File: src/rtl/wb_pkg.sv
// Shared widths and the queued-writeback entry type for the writeback arbiter.
package wb_pkg;

   localparam int unsigned WB_XLEN = 32;
   localparam int unsigned WB_AW   = 5;

   // One out-of-band load result waiting for a free regfile write slot.
   // The field widths follow WB_XLEN/WB_AW, so any width override has to be
   // made here as well as on the module parameters.
   typedef struct packed {
      logic                 live;
      logic [WB_AW-1:0]     rd;
      logic [WB_XLEN-1:0]   wd;
   } wb_entry_t;

endpackage

File: src/rtl/wb_queue.sv
// Circular buffer of load-unit results. Each entry can be killed by rd
// (squash), and the buffer reports the set of registers with a live entry.
module wb_queue
   import wb_pkg::*;
#(
   parameter int unsigned XLEN  = WB_XLEN,
   parameter int unsigned AW    = WB_AW,
   parameter int unsigned DEPTH = 4
) (
   input  logic                        clk,
   input  logic                        reset,
   input  logic                        push_i,
   input  logic [AW-1:0]               push_rd_i,
   input  logic [XLEN-1:0]             push_wd_i,
   input  logic                        pop_i,
   input  logic                        squash_en_i,
   input  logic [AW-1:0]               squash_rd_i,
   output wb_entry_t                   head_o,
   output logic [$clog2(DEPTH):0]      count_o,
   output logic [(1<<AW)-1:0]          pend_o
);

   localparam int unsigned PW = $clog2(DEPTH);
   localparam int unsigned CW = PW + 1;
   localparam logic [PW-1:0] PTR_ONE = PW'(1);
   localparam logic [CW-1:0] CNT_ONE = CW'(1);

   wb_entry_t        mem_q [DEPTH];
   wb_entry_t        mem_d [DEPTH];
   logic [PW-1:0]    head_q, head_d;
   logic [PW-1:0]    tail_q, tail_d;
   logic [CW-1:0]    count_q, count_d;
   logic [(1<<AW)-1:0] pend_s;

   // Next-state: squash matching entries, retire the head, append the new entry.
   always_comb begin
      mem_d   = mem_q;
      head_d  = head_q;
      tail_d  = tail_q;
      count_d = count_q;

      for (int i = 0; i < DEPTH; i++) begin
         if (squash_en_i && (mem_q[i].rd == squash_rd_i)) begin
            mem_d[i].live = 1'b0;
         end else begin
            mem_d[i].live = mem_q[i].live;
         end
      end

      // A retired slot must not keep contributing to the pending mask.
      if (pop_i) begin
         mem_d[head_q].live = 1'b0;
         head_d             = head_q + PTR_ONE;
      end else begin
         head_d = head_q;
      end

      // Push never lands on the head slot being popped: push needs count<DEPTH
      // and pop needs count>0, so tail==head only when one of them is idle.
      if (push_i) begin
         mem_d[tail_q].live = 1'b1;
         mem_d[tail_q].rd   = push_rd_i;
         mem_d[tail_q].wd   = push_wd_i;
         tail_d             = tail_q + PTR_ONE;
      end else begin
         tail_d = tail_q;
      end

      case ({push_i, pop_i})
         2'b10:   count_d = count_q + CNT_ONE;
         2'b01:   count_d = count_q - CNT_ONE;
         default: count_d = count_q;
      endcase
   end

   // Queue state registers; reset kills every entry without writing it.
   always_ff @(posedge clk) begin
      if (reset) begin
         for (int i = 0; i < DEPTH; i++) begin
            mem_q[i] <= '0;
         end
         head_q  <= '0;
         tail_q  <= '0;
         count_q <= '0;
      end else begin
         mem_q   <= mem_d;
         head_q  <= head_d;
         tail_q  <= tail_d;
         count_q <= count_d;
      end
   end

   // Pending mask: OR of live entries by destination; r0 is never pending.
   always_comb begin
      pend_s = '0;
      for (int i = 0; i < DEPTH; i++) begin
         pend_s[mem_q[i].rd] = pend_s[mem_q[i].rd] | mem_q[i].live;
      end
      pend_s[0] = 1'b0;
   end

   assign head_o  = mem_q[head_q];
   assign count_o = count_q;
   assign pend_o  = pend_s;

endmodule

File: src/rtl/wb_arbiter.sv
// Writeback arbiter: owns the regfile write port. Pipeline results always win;
// load-unit results queue up and drain in slots the pipeline leaves idle.
module wb_arbiter
   import wb_pkg::*;
#(
   parameter int unsigned XLEN  = WB_XLEN,
   parameter int unsigned AW    = WB_AW,
   parameter int unsigned DEPTH = 4
) (
   input  logic                        clk,
   input  logic                        reset,
   input  logic                        pipe_we,
   input  logic [AW-1:0]               pipe_rd,
   input  logic [XLEN-1:0]             pipe_wd,
   input  logic                        lu_valid,
   output logic                        lu_ready,
   input  logic [AW-1:0]               lu_rd,
   input  logic [XLEN-1:0]             lu_wd,
   output logic                        we3,
   output logic [AW-1:0]               a3,
   output logic [XLEN-1:0]             wd3,
   output logic [(1<<AW)-1:0]          pend,
   output logic [$clog2(DEPTH):0]      count
);

   localparam int unsigned CW = $clog2(DEPTH) + 1;
   localparam logic [CW-1:0] CNT_FULL = CW'(DEPTH);
   localparam logic [AW-1:0] RD_ZERO  = {AW{1'b0}};

   wb_entry_t        head_s;
   logic [CW-1:0]    count_s;
   logic             issue_pipe_s;
   logic             head_avail_s;
   logic             head_live_s;
   logic             pop_s;
   logic             push_hs_s;
   logic             push_keep_s;
   logic             we3_q, we3_d;
   logic [AW-1:0]    a3_q, a3_d;
   logic [XLEN-1:0]  wd3_q, wd3_d;

   // A pipeline write to r0 is not a write at all, so that slot is free for the queue.
   assign issue_pipe_s = pipe_we && (pipe_rd != RD_ZERO);
   assign head_avail_s = (count_s != {CW{1'b0}});
   assign head_live_s  = head_avail_s && head_s.live;
   // Dead heads leave regardless of the pipeline; live heads only in an idle slot.
   assign pop_s        = head_avail_s && (!head_s.live || !issue_pipe_s);

   assign lu_ready     = (count_s < CNT_FULL) && !reset;
   assign push_hs_s    = lu_valid && lu_ready;
   // r0 results and results the pipeline overwrites this cycle are accepted but dropped.
   assign push_keep_s  = push_hs_s && (lu_rd != RD_ZERO) &&
                         !(pipe_we && (pipe_rd == lu_rd));

   wb_queue #(
      .XLEN  (XLEN),
      .AW    (AW),
      .DEPTH (DEPTH)
   ) u_queue (
      .clk         (clk),
      .reset       (reset),
      .push_i      (push_keep_s),
      .push_rd_i   (lu_rd),
      .push_wd_i   (lu_wd),
      .pop_i       (pop_s),
      .squash_en_i (issue_pipe_s),
      .squash_rd_i (pipe_rd),
      .head_o      (head_s),
      .count_o     (count_s),
      .pend_o      (pend)
   );

   // Issue mux: pipeline first, then a live queue head, otherwise no write.
   always_comb begin
      if (issue_pipe_s) begin
         we3_d = 1'b1;
         a3_d  = pipe_rd;
         wd3_d = pipe_wd;
      end else if (head_live_s) begin
         we3_d = 1'b1;
         a3_d  = head_s.rd;
         wd3_d = head_s.wd;
      end else begin
         we3_d = 1'b0;
         a3_d  = a3_q;
         wd3_d = wd3_q;
      end
   end

   // Registered regfile write port.
   always_ff @(posedge clk) begin
      if (reset) begin
         we3_q <= 1'b0;
         a3_q  <= '0;
         wd3_q <= '0;
      end else begin
         we3_q <= we3_d;
         a3_q  <= a3_d;
         wd3_q <= wd3_d;
      end
   end

   assign we3   = we3_q;
   assign a3    = a3_q;
   assign wd3   = wd3_q;
   assign count = count_s;

endmodule
File: config.mk
export PLATFORM = sky130hd
export DESIGN_NAME = wb_arbiter
export DESIGN_NICKNAME = d
export VERILOG_FILES = /design/src/rtl/wb_pkg.sv /design/src/rtl/wb_queue.sv /design/src/rtl/wb_arbiter.sv
export SDC_FILE = /design/constraint.sdc
export NUM_CORES = 1
export LEC_CHECK = 0
export ABC_AREA = 1
export ABC_CLOCK_PERIOD_IN_PS = 3900
export CORE_MARGIN = 2
export CORE_UTILIZATION = 50
export CTS_CLUSTER_DIAMETER = 100
export DETAILED_ROUTE_END_ITERATION = 16
export DONT_BUFFER_PORTS = 1
export PLACE_DENSITY = 0.74
export SKIP_CTS_REPAIR_TIMING = 1
export SYNTH_ARGS = -nofsm -noshare
export SYNTH_HDL_FRONTEND = slang
export SYNTH_SLANG_ARGS = --single-unit
File: constraint.sdc
create_clock -name clk -period 3.9 [get_ports clk]
set_clock_uncertainty 0.05 [all_clocks]
set_input_delay 0.195 -clock clk [delete_from_list [all_inputs] [get_ports clk]]
set_output_delay 0.195 -clock clk [all_outputs]
set_load 0.01 [all_outputs]
==> out/metrics.csv, run 1 <==
stage;metric;value;unit
timing;slew_headroom;37.8;%
yosys;synth_compound_area_share;24.8;%
yosys;synthAdderAreaFrac;1.12;%
drt;wl_per_cell;18.0;µm
status;violations;setup timing;
drt;drt_iter0_markers;1542;
yosys;yosysMostFrequentCell;nand2_1;
worst_setup_path;cp_max_fo;31;
grt;antenna_found_initial;1;
yosys;netlist_top_cells_count;nand2_1 (388), o21ai_0 (250), a21oi_1 (234);
timing;hold_viol;0;
power;p_total;6.05;mW
die;dieArea;25000;µm²
die;ios;152;
worst_setup_path;end_kind;output port;
worst_setup_path;cp_common_cell;nor2_1;
clock_tree;tritoncts;done;
grt;use_met2;47.3;%
yosys;synth_ff_type;dfxtp_1;
die;placementRows;56;
yosys;yosysSeqAreaShare;33.2;%
min_path;hold_path_class;input port to register;
status;status;complete, but fails checks;
grt;met1_usage;40.3;%
yosys;syn_inst;1896;
timing;tightest_slew;0.929;ns
run;max_cap_violations;0;
yosys;synth_edf_count;0;
clock_tree;ctsHtreeMaxLevel;4;
yosys;synth_area_leaders;dfxtp_1 (33%), nand2_1 (12%), o21ai_0 (11%);
yosys;yosysTopAreaCellShare;33.2;%
timing;setup-violations-final;31;
finish;area_growth;17.6;%
grt;grt-busiest-layer;met2;
die;initial_utilization;50.7;%
grt;grt.total_usage;30.1;%
grt;grt_max_degree;93;
yosys;synth_xor_area_share;1.26;%
drt;postRouteAntennaNets;0;
grt;use_met3;6.27;%
power;peakVddDrop;348;µV
timing;fin_crit_sh;110;%
placed_design;gp_congestion;1.05;
die;die_h;158;µm
clock_tree;cts_sinks;197;
worst_setup_path;worstSetupPathType;register to output port;
timing;fmax;232;MHz
clock_tree;clk_pin_slew_worst_paths;0.08;ns
yosys;syn_nets;1984;
clock_tree;clk_latency;0.44;ns
placed_design;numPortBuffers;0;
clock_tree;cts_buffers;17;
drt;drtPass1Iterations;6;
drt;drc;0;
yosys;yosys.area_share.simple;30.3;%
finish;fillers;2293;
yosys;synthMuxAreaShare;0;%
die;core_area;23400;µm²
grt;first_global_vias;11300;
finish;ff_latch_area;3960;µm²
placed_design;hpwlAfterDp;25800;µm
grt;grt_overflow;0;
grt;grt_pass1_wl;60000;µm
power;power_density;434;nW/µm²
drt;vias;13400;
worst_setup_path;cp_slowest_stage_delay;0.36;ns
timing;fin_ws;-0.401;ns
worst_setup_path;start_kind;register;
worst_setup_path;worstPathArrival;4.06;ns
yosys;avgSynthCellArea;6.26;µm²
clock_tree;cts_root_buffer;clkbuf_16;
finish;nNetsFinal;2001;
yosys;ys_ff_latch;197;
placed_design;numPlacedInstances;2124;
power;p_leak;5.26;nW
yosys;yosysTopAreaCell;dfxtp_1;
yosys;synth_top_family_by_area;simple AND/OR/NAND/NOR gates;
finish;multi_input_area;7040;µm²
die;die_w;158;µm
finish;fin_cells;2246;
worst_setup_path;cp_data_required_time;3.65;ns
worst_setup_path;cp_slowest_cell;dfxtp_2;
yosys;synth.cell_area;11900;µm²
drt;wl;40500;µm
drt;viasPerCell;5.99;
yosys;ys_warn_count;0;
finish;drive_gt1_share;9.24;%
timing;layout_min_cycle_time;4.30;ns
timing;final_max_slew_viol_count;0;
yosys;synthArstFlopShare;0;%
clock_tree;clockBufferDepth;2;
timing;rsz0062_at_grt;yes;
yosys;ys_types;34;
==> worst max-delay path, delay by kind of cell, from the launching register on <==
family                 cells  cell delay [ns]
AOI/OAI and AO/OA          2             0.18
buffers and inverters      5             0.78
and+or+nand+nor           21             2.30
DFF                        1             0.36
==> logic make-up after synthesis <==
group                      count (synthesis)
xor gates and xnor gates                  17
and+or+nand+nor                          830
other                                      1
AOI/OAI and AO/OA                        565
DFF                                      197
buffers and inverters                    276
adders and majority gates                 10
==> path summary, 6_finish.rpt <==
kind                                         start                 end  slack (ns)  depth (start not counted)
worst max-delay path            u_queue.mem_q[147]            pend[28]       -0.40                         28
worst min-delay path                         reset  u_queue.count_o[2]        0.05                          2
worst max register to register  u_queue.count_o[2]   u_queue.mem_q[57]        1.12                         10
worst min register to register   u_queue.mem_q[66]   u_queue.mem_q[66]        0.40                          2
==> flip-flops by register name, summed over array words and instances, names as in the netlist <==
register and flops:
u_queue.head_q 2, wd3 32, we3 1, a3 5
u_queue.tail_q 2, u_queue.mem_q 152, u_queue.count_o 3
==> stage by stage <==
step | util [%] | TNS (ns) | hold WS (ns) | area, µm² | setup slack (ns)
floorplan | - | 0 | 0.306 | 11900 | 0.676
global placement | 51.8 | -1.55 | 0.222 | 12100 | -0.0526
detailed placement | 51.8 | -0.904 | 0.225 | 12100 | -0.0457
CTS | 54.5 | -16.40 | -0.235 | 12800 | -0.546
global route | 59.6 | -19.90 | 0.0712 | 13900 | -0.657
finish | 59.6 | -11.83 | 0.0549 | 13900 | -0.401
==> layout by cell type, fill, tap and decap left out, types with 3 or more instances in the layout <==
master and instances:
o21ai_0 250, inv_2 7, inv_12 6, o21ai_1 8, nand3_4 5, ha_1 9, nand3_1 175, dlygate4sd3_1 75
dfxtp_1 189, xnor2_1 7, clkinv_8 3, nor2_1 168, clkbuf_16 20, buf_12 5, xor2_1 10, o21bai_1 7
o22ai_1 21, dfxtp_2 6, o211ai_1 6, or2_2 3, nor2_2 10, a31oi_1 35, nand4_1 29, nand2_2 36
nor3_1 6, buf_4 48, nor2_4 5, nand2_1 352, inv_1 125, buf_6 4, a21oi_1 234, inv_8 3
nand3b_1 31, nand3_2 7
==> power breakdown <==
part	switching [mW]	leakage, nW	internal [mW]
sequential	0.174	1.61	2.18
clock	0.973	0.311	0.914
combinational	1.22	3.35	0.598
total	2.37	5.26	3.69
==> layout make-up <==
cell class	instances	share of cell area [%]
multi-input combinational	1423	50.5
sequential	197	28.4
timing repair buffer	137	9.85
inverter	136	3.71
clock buffer	17	3.05
tap	319	2.86
clock inverter	15	1.56
timing repair inverter	1	0.0538
antenna	1	0.0179
==> layer usage <==
layer  part of all wire (%)  up-vias
li1                       -     6438
met1                     42     6147
met2                     45      748
met3                    9.6      110
met4                    3.6        0
met5                      0        -
Power figures use the tool's default switching activity.
==> run 2, diff against run 1 <==
--- a/config.mk
+++ b/config.mk
@@ -5,7 +5,6 @@
 export SDC_FILE = /design/constraint.sdc
 export NUM_CORES = 1
 export LEC_CHECK = 0
-export ABC_AREA = 1
 export ABC_CLOCK_PERIOD_IN_PS = 3900
 export CORE_MARGIN = 2
 export CORE_UTILIZATION = 50
==> out/metrics.csv, run 2 <==
stage;metric;value;unit;change
status;status;complete, but fails checks;;unchanged
status;violations;setup timing;;unchanged
yosys;syn_inst;1529;;was 1896
clock_tree;tritoncts;done;;unchanged
yosys;yosysTopAreaCell;dfxtp_1;;unchanged
worst_setup_path;cp_slowest_cell;or4_4;;was dfxtp_2
yosys;synth_ff_type;dfxtp_1;;unchanged
clock_tree;cts_buffers;17;;unchanged
power;power_density;376;nW/µm²;was 434 nW/µm²
timing;hold_viol;0;;unchanged
yosys;synth_area_leaders;dfxtp_1 (34%), nand2_1 (12%), a21oi_1 (8.2%);;was dfxtp_1 (33%), nand2_1 (12%), o21ai_0 (11%)
min_path;min_to;u_queue.mem_q[75];;was u_queue.count_o[2]
grt;antenna_found_initial;1;;unchanged
clock_tree;cts_root_buffer;clkbuf_16;;unchanged
grt;grt_max_degree;199;;was 93
min_path;hp-start;pipe_rd[1];;was reset
worst_setup_path;cp_slowest_stage_delay;0.68;ns;was 0.36 ns
worst_setup_path;worstSetupPathType;register to output port;;unchanged
yosys;netlist_top_cells_count;nand2_1 (376), dfxtp_1 (197), a21oi_1 (193);;was nand2_1 (388), o21ai_0 (250), a21oi_1 (234)
yosys;synthMuxAreaShare;11.4;%;was 0%
timing;slew_headroom;27.5;%;was 37.8%
finish;antenna_cells;0;;was 1
drt;viasPerCell;6.12;;was 5.99
finish;final_common_cell;nand2_1;;unchanged
die;die_w;157;µm;was 158 µm
grt;grt_pass1_wl;63700;µm;was 60000 µm
die;dieArea;24800;µm²;was 25000 µm²
placed_design;gp_congestion;1.05;;about the same
yosys;yosys.area_share.simple;26.8;%;was 30.3%
finish;area_growth;27.5;%;was 17.6%
timing;final_max_slew_viol_count;0;;unchanged
yosys;synthAdderAreaFrac;1.13;%;was 1.12%
clock_tree;clk_latency;0.45;ns;was 0.44 ns
timing;fmax;227;MHz;was 232 MHz
clock_tree;cts_sinks;197;;unchanged
yosys;synthArstFlopShare;0;%;unchanged
timing;setup-violations-final;31;;unchanged
die;ios;152;;unchanged
placed_design;hpwlAfterDp;31200;µm;was 25800 µm
worst_setup_path;crit_family;simple AND/OR/NAND/NOR gates;;unchanged
worst_setup_path;worstPathArrival;4.16;ns;was 4.06 ns
yosys;syn_nets;1617;;was 1984
finish;finish.utilization;64.5;%;was 59.6%
yosys;synth_edf_count;0;;unchanged
yosys;synth_top_family_by_area;simple AND/OR/NAND/NOR gates;;unchanged
die;core_area;23300;µm²;was 23400 µm²
clock_tree;clk_pin_slew_worst_paths;0.09;ns;was 0.08 ns
timing;layout_min_cycle_time;4.40;ns;was 4.30 ns
die;die_h;157;µm;was 158 µm
timing;rsz0062_at_grt;yes;;unchanged
finish;drive_gt1_share;21.7;%;was 9.24%
drt;drt_iter0_markers;1463;;was 1542
finish;largest_register_ffs;152;;unchanged
drt;drc;0;;unchanged
min_path;hold_path_class;input port to register;;unchanged
worst_setup_path;startpoint;u_queue.mem_q[109];;was u_queue.mem_q[147]
clock_tree;clockBufferDepth;2;;unchanged
grt;first_global_vias;10900;;was 11300
die;initial_utilization;50.6;%;was 50.7%
worst_setup_path;worstRegToRegCells;10;;unchanged
timing;setup_tns;-13.26;ns;was -11.83 ns
timing;fin_crit_sh;113;%;was 110%
power;p_leak;5.60;nW;was 5.26 nW
worst_setup_path;cp_data_required_time;3.65;ns;about the same
drt;postRouteAntennaNets;0;;unchanged
die;placementRows;56;;unchanged
timing;tightest_slew;1.09;ns;was 0.929 ns
yosys;yosysTopAreaCellShare;33.5;%;was 33.2%
yosys;synth.cell_area;11800;µm²;was 11900 µm²
drt;vias;12400;;was 13400
timing;hold-worst-slack;0.0455;ns;was 0.0549 ns
drt;drtPass1Iterations;7;;was 6
yosys;yosysSeqAreaShare;33.5;%;was 33.2%
timing;fin_ws;-0.503;ns;was -0.401 ns
power;peakVddDrop;497;µV;was 348 µV
grt;grt.total_usage;33.7;%;was 30.1%
finish;nNetsFinal;1779;;was 2001
worst_setup_path;cp_max_fo;6;;was 31
yosys;yosysMostFrequentCell;nand2_1;;unchanged
placed_design;numPortBuffers;0;;unchanged
yosys;avgSynthCellArea;7.70;µm²;was 6.26 µm²
worst_setup_path;r2r_start;u_queue.mem_q[113];;was u_queue.count_o[2]
grt;grt_overflow;0;;unchanged
drt;wl_per_cell;22.1;µm;was 18.0 µm
worst_setup_path;end_kind;output port;;unchanged
worst_setup_path;start_kind;register;;unchanged
yosys;ys_types;85;;was 34
worst_setup_path;crit_chain;clkbuf_16 > or3b_4 > o2111ai_2 > a21oi_2 > a31oi_2 > nand3_2 > buf_4 > nor4_2 > o211ai_1 > nand4b_1 > or4_4 > nor2_4 > buf_4 > a21oi_2;;
yosys;synth_xor_area_share;2.75;%;was 1.26%
run;max_cap_violations;0;;unchanged
clock_tree;ctsHtreeMaxLevel;4;;unchanged
finish;final_cell_mix;nand2_1 (375), buf_4 (187), dfxtp_1 (185);;was nand2_1 (352), o21ai_0 (250), a21oi_1 (234)
worst_setup_path;reg2reg_setup_slack;0.94;ns;was 1.12 ns
drt;wl;44700;µm;was 40500 µm
min_path;hold_depth;4;;was 2
worst_setup_path;r2r-end;u_queue.count_o[2];;was u_queue.mem_q[57]
yosys;ys_ff_latch;197;;unchanged
worst_setup_path;path_buf_inv;3;;was 5
yosys;synth_compound_area_share;19.2;%;was 24.8%
finish;top_register;u_queue.mem_q;;unchanged
yosys;ys_warn_count;0;;unchanged
-- run 2: changes by cell type after synthesis, sizes merged, moves of 46 or more --
cell and delta:
o21ai -222, nor2 -65, inv -123, mux2i +47, nand3 -152, a211oi +46
-- run 2: power breakdown --
part	leakage [nW]	switching, mW	internal, mW
clock	0.318	1.02	0.923
sequential	1.61	0.116	2.12
combinational	3.68	0.823	0.641
-- run 2: area by class of cell --
type / count / area [µm²]
repair buffers: 273 / 2340
clock buffers: 17 / 425
flip-flops and latches: 197 / 3970
multi-input cells: 1190 / 7590
fillers: 1947 / 8260
clock inverters: 15 / 233
inverters: 12 / 45.0
well taps: 319 / 399
-- run 2: tightest hold or removal path, delay by kind of cell --
| family | cells | cell delay [ns] |
|---|---|---|
| AND/OR/NAND/NOR | 2 | 0.15 |
| AO/OA/AOI/OAI | 1 | 0.06 |
| XOR/XNOR | 1 | 0.10 |
-- run 2: kinds of logic (layout without fill, tap and decap cells) --
logic type                 after synthesis  in the layout
buffers and inverters                  144            317
muxes                                   86             86
other                                    1              1
xor gates and xnor gates                37             37
adders and majority gates               10             10
and+or+nand+nor                        683            685
DFF                                    197            197
AOI/OAI and AO/OA                      371            371
-- run 2: layer usage --
metal / share of wire, % / global-route usage, % / routed length [µm]
met2: 48 / 55.1 / 21500
met5: 0 / 0 / 0
met4: 4.8 / 16.2 / 2160
met3: 7.8 / 6.17 / 3470
met1: 39 / 43.0 / 17600
-- run 2: how the worst max path moves through the flow --
stage	endpoint	slack, ns	cells after the start
after detailed placement	pend[20]	-0.18	11
final	pend[17]	-0.50	14
after global placement	pend[10]	-0.20	13
after floorplan	pend[13]	0.25	15
after CTS	pend[20]	-0.67	11
after global routing	pend[17]	-0.66	14
-- run 2: metrics by stage --
| stage | area [µm²] | setup slack [ns] | total power, mW | cells |
|---|---|---|---|---|
| floorplan | 11800 | 0.253 | 3.19 | 1529 |
| global placement | 13000 | -0.197 | 3.49 | 1899 |
| detailed placement | 13000 | -0.184 | 3.51 | 1899 |
| CTS | 13700 | -0.673 | 5.42 | 1931 |
| global route | 15000 | -0.657 | 5.87 | 2023 |
| finish | 15000 | -0.503 | 5.64 | 2023 |
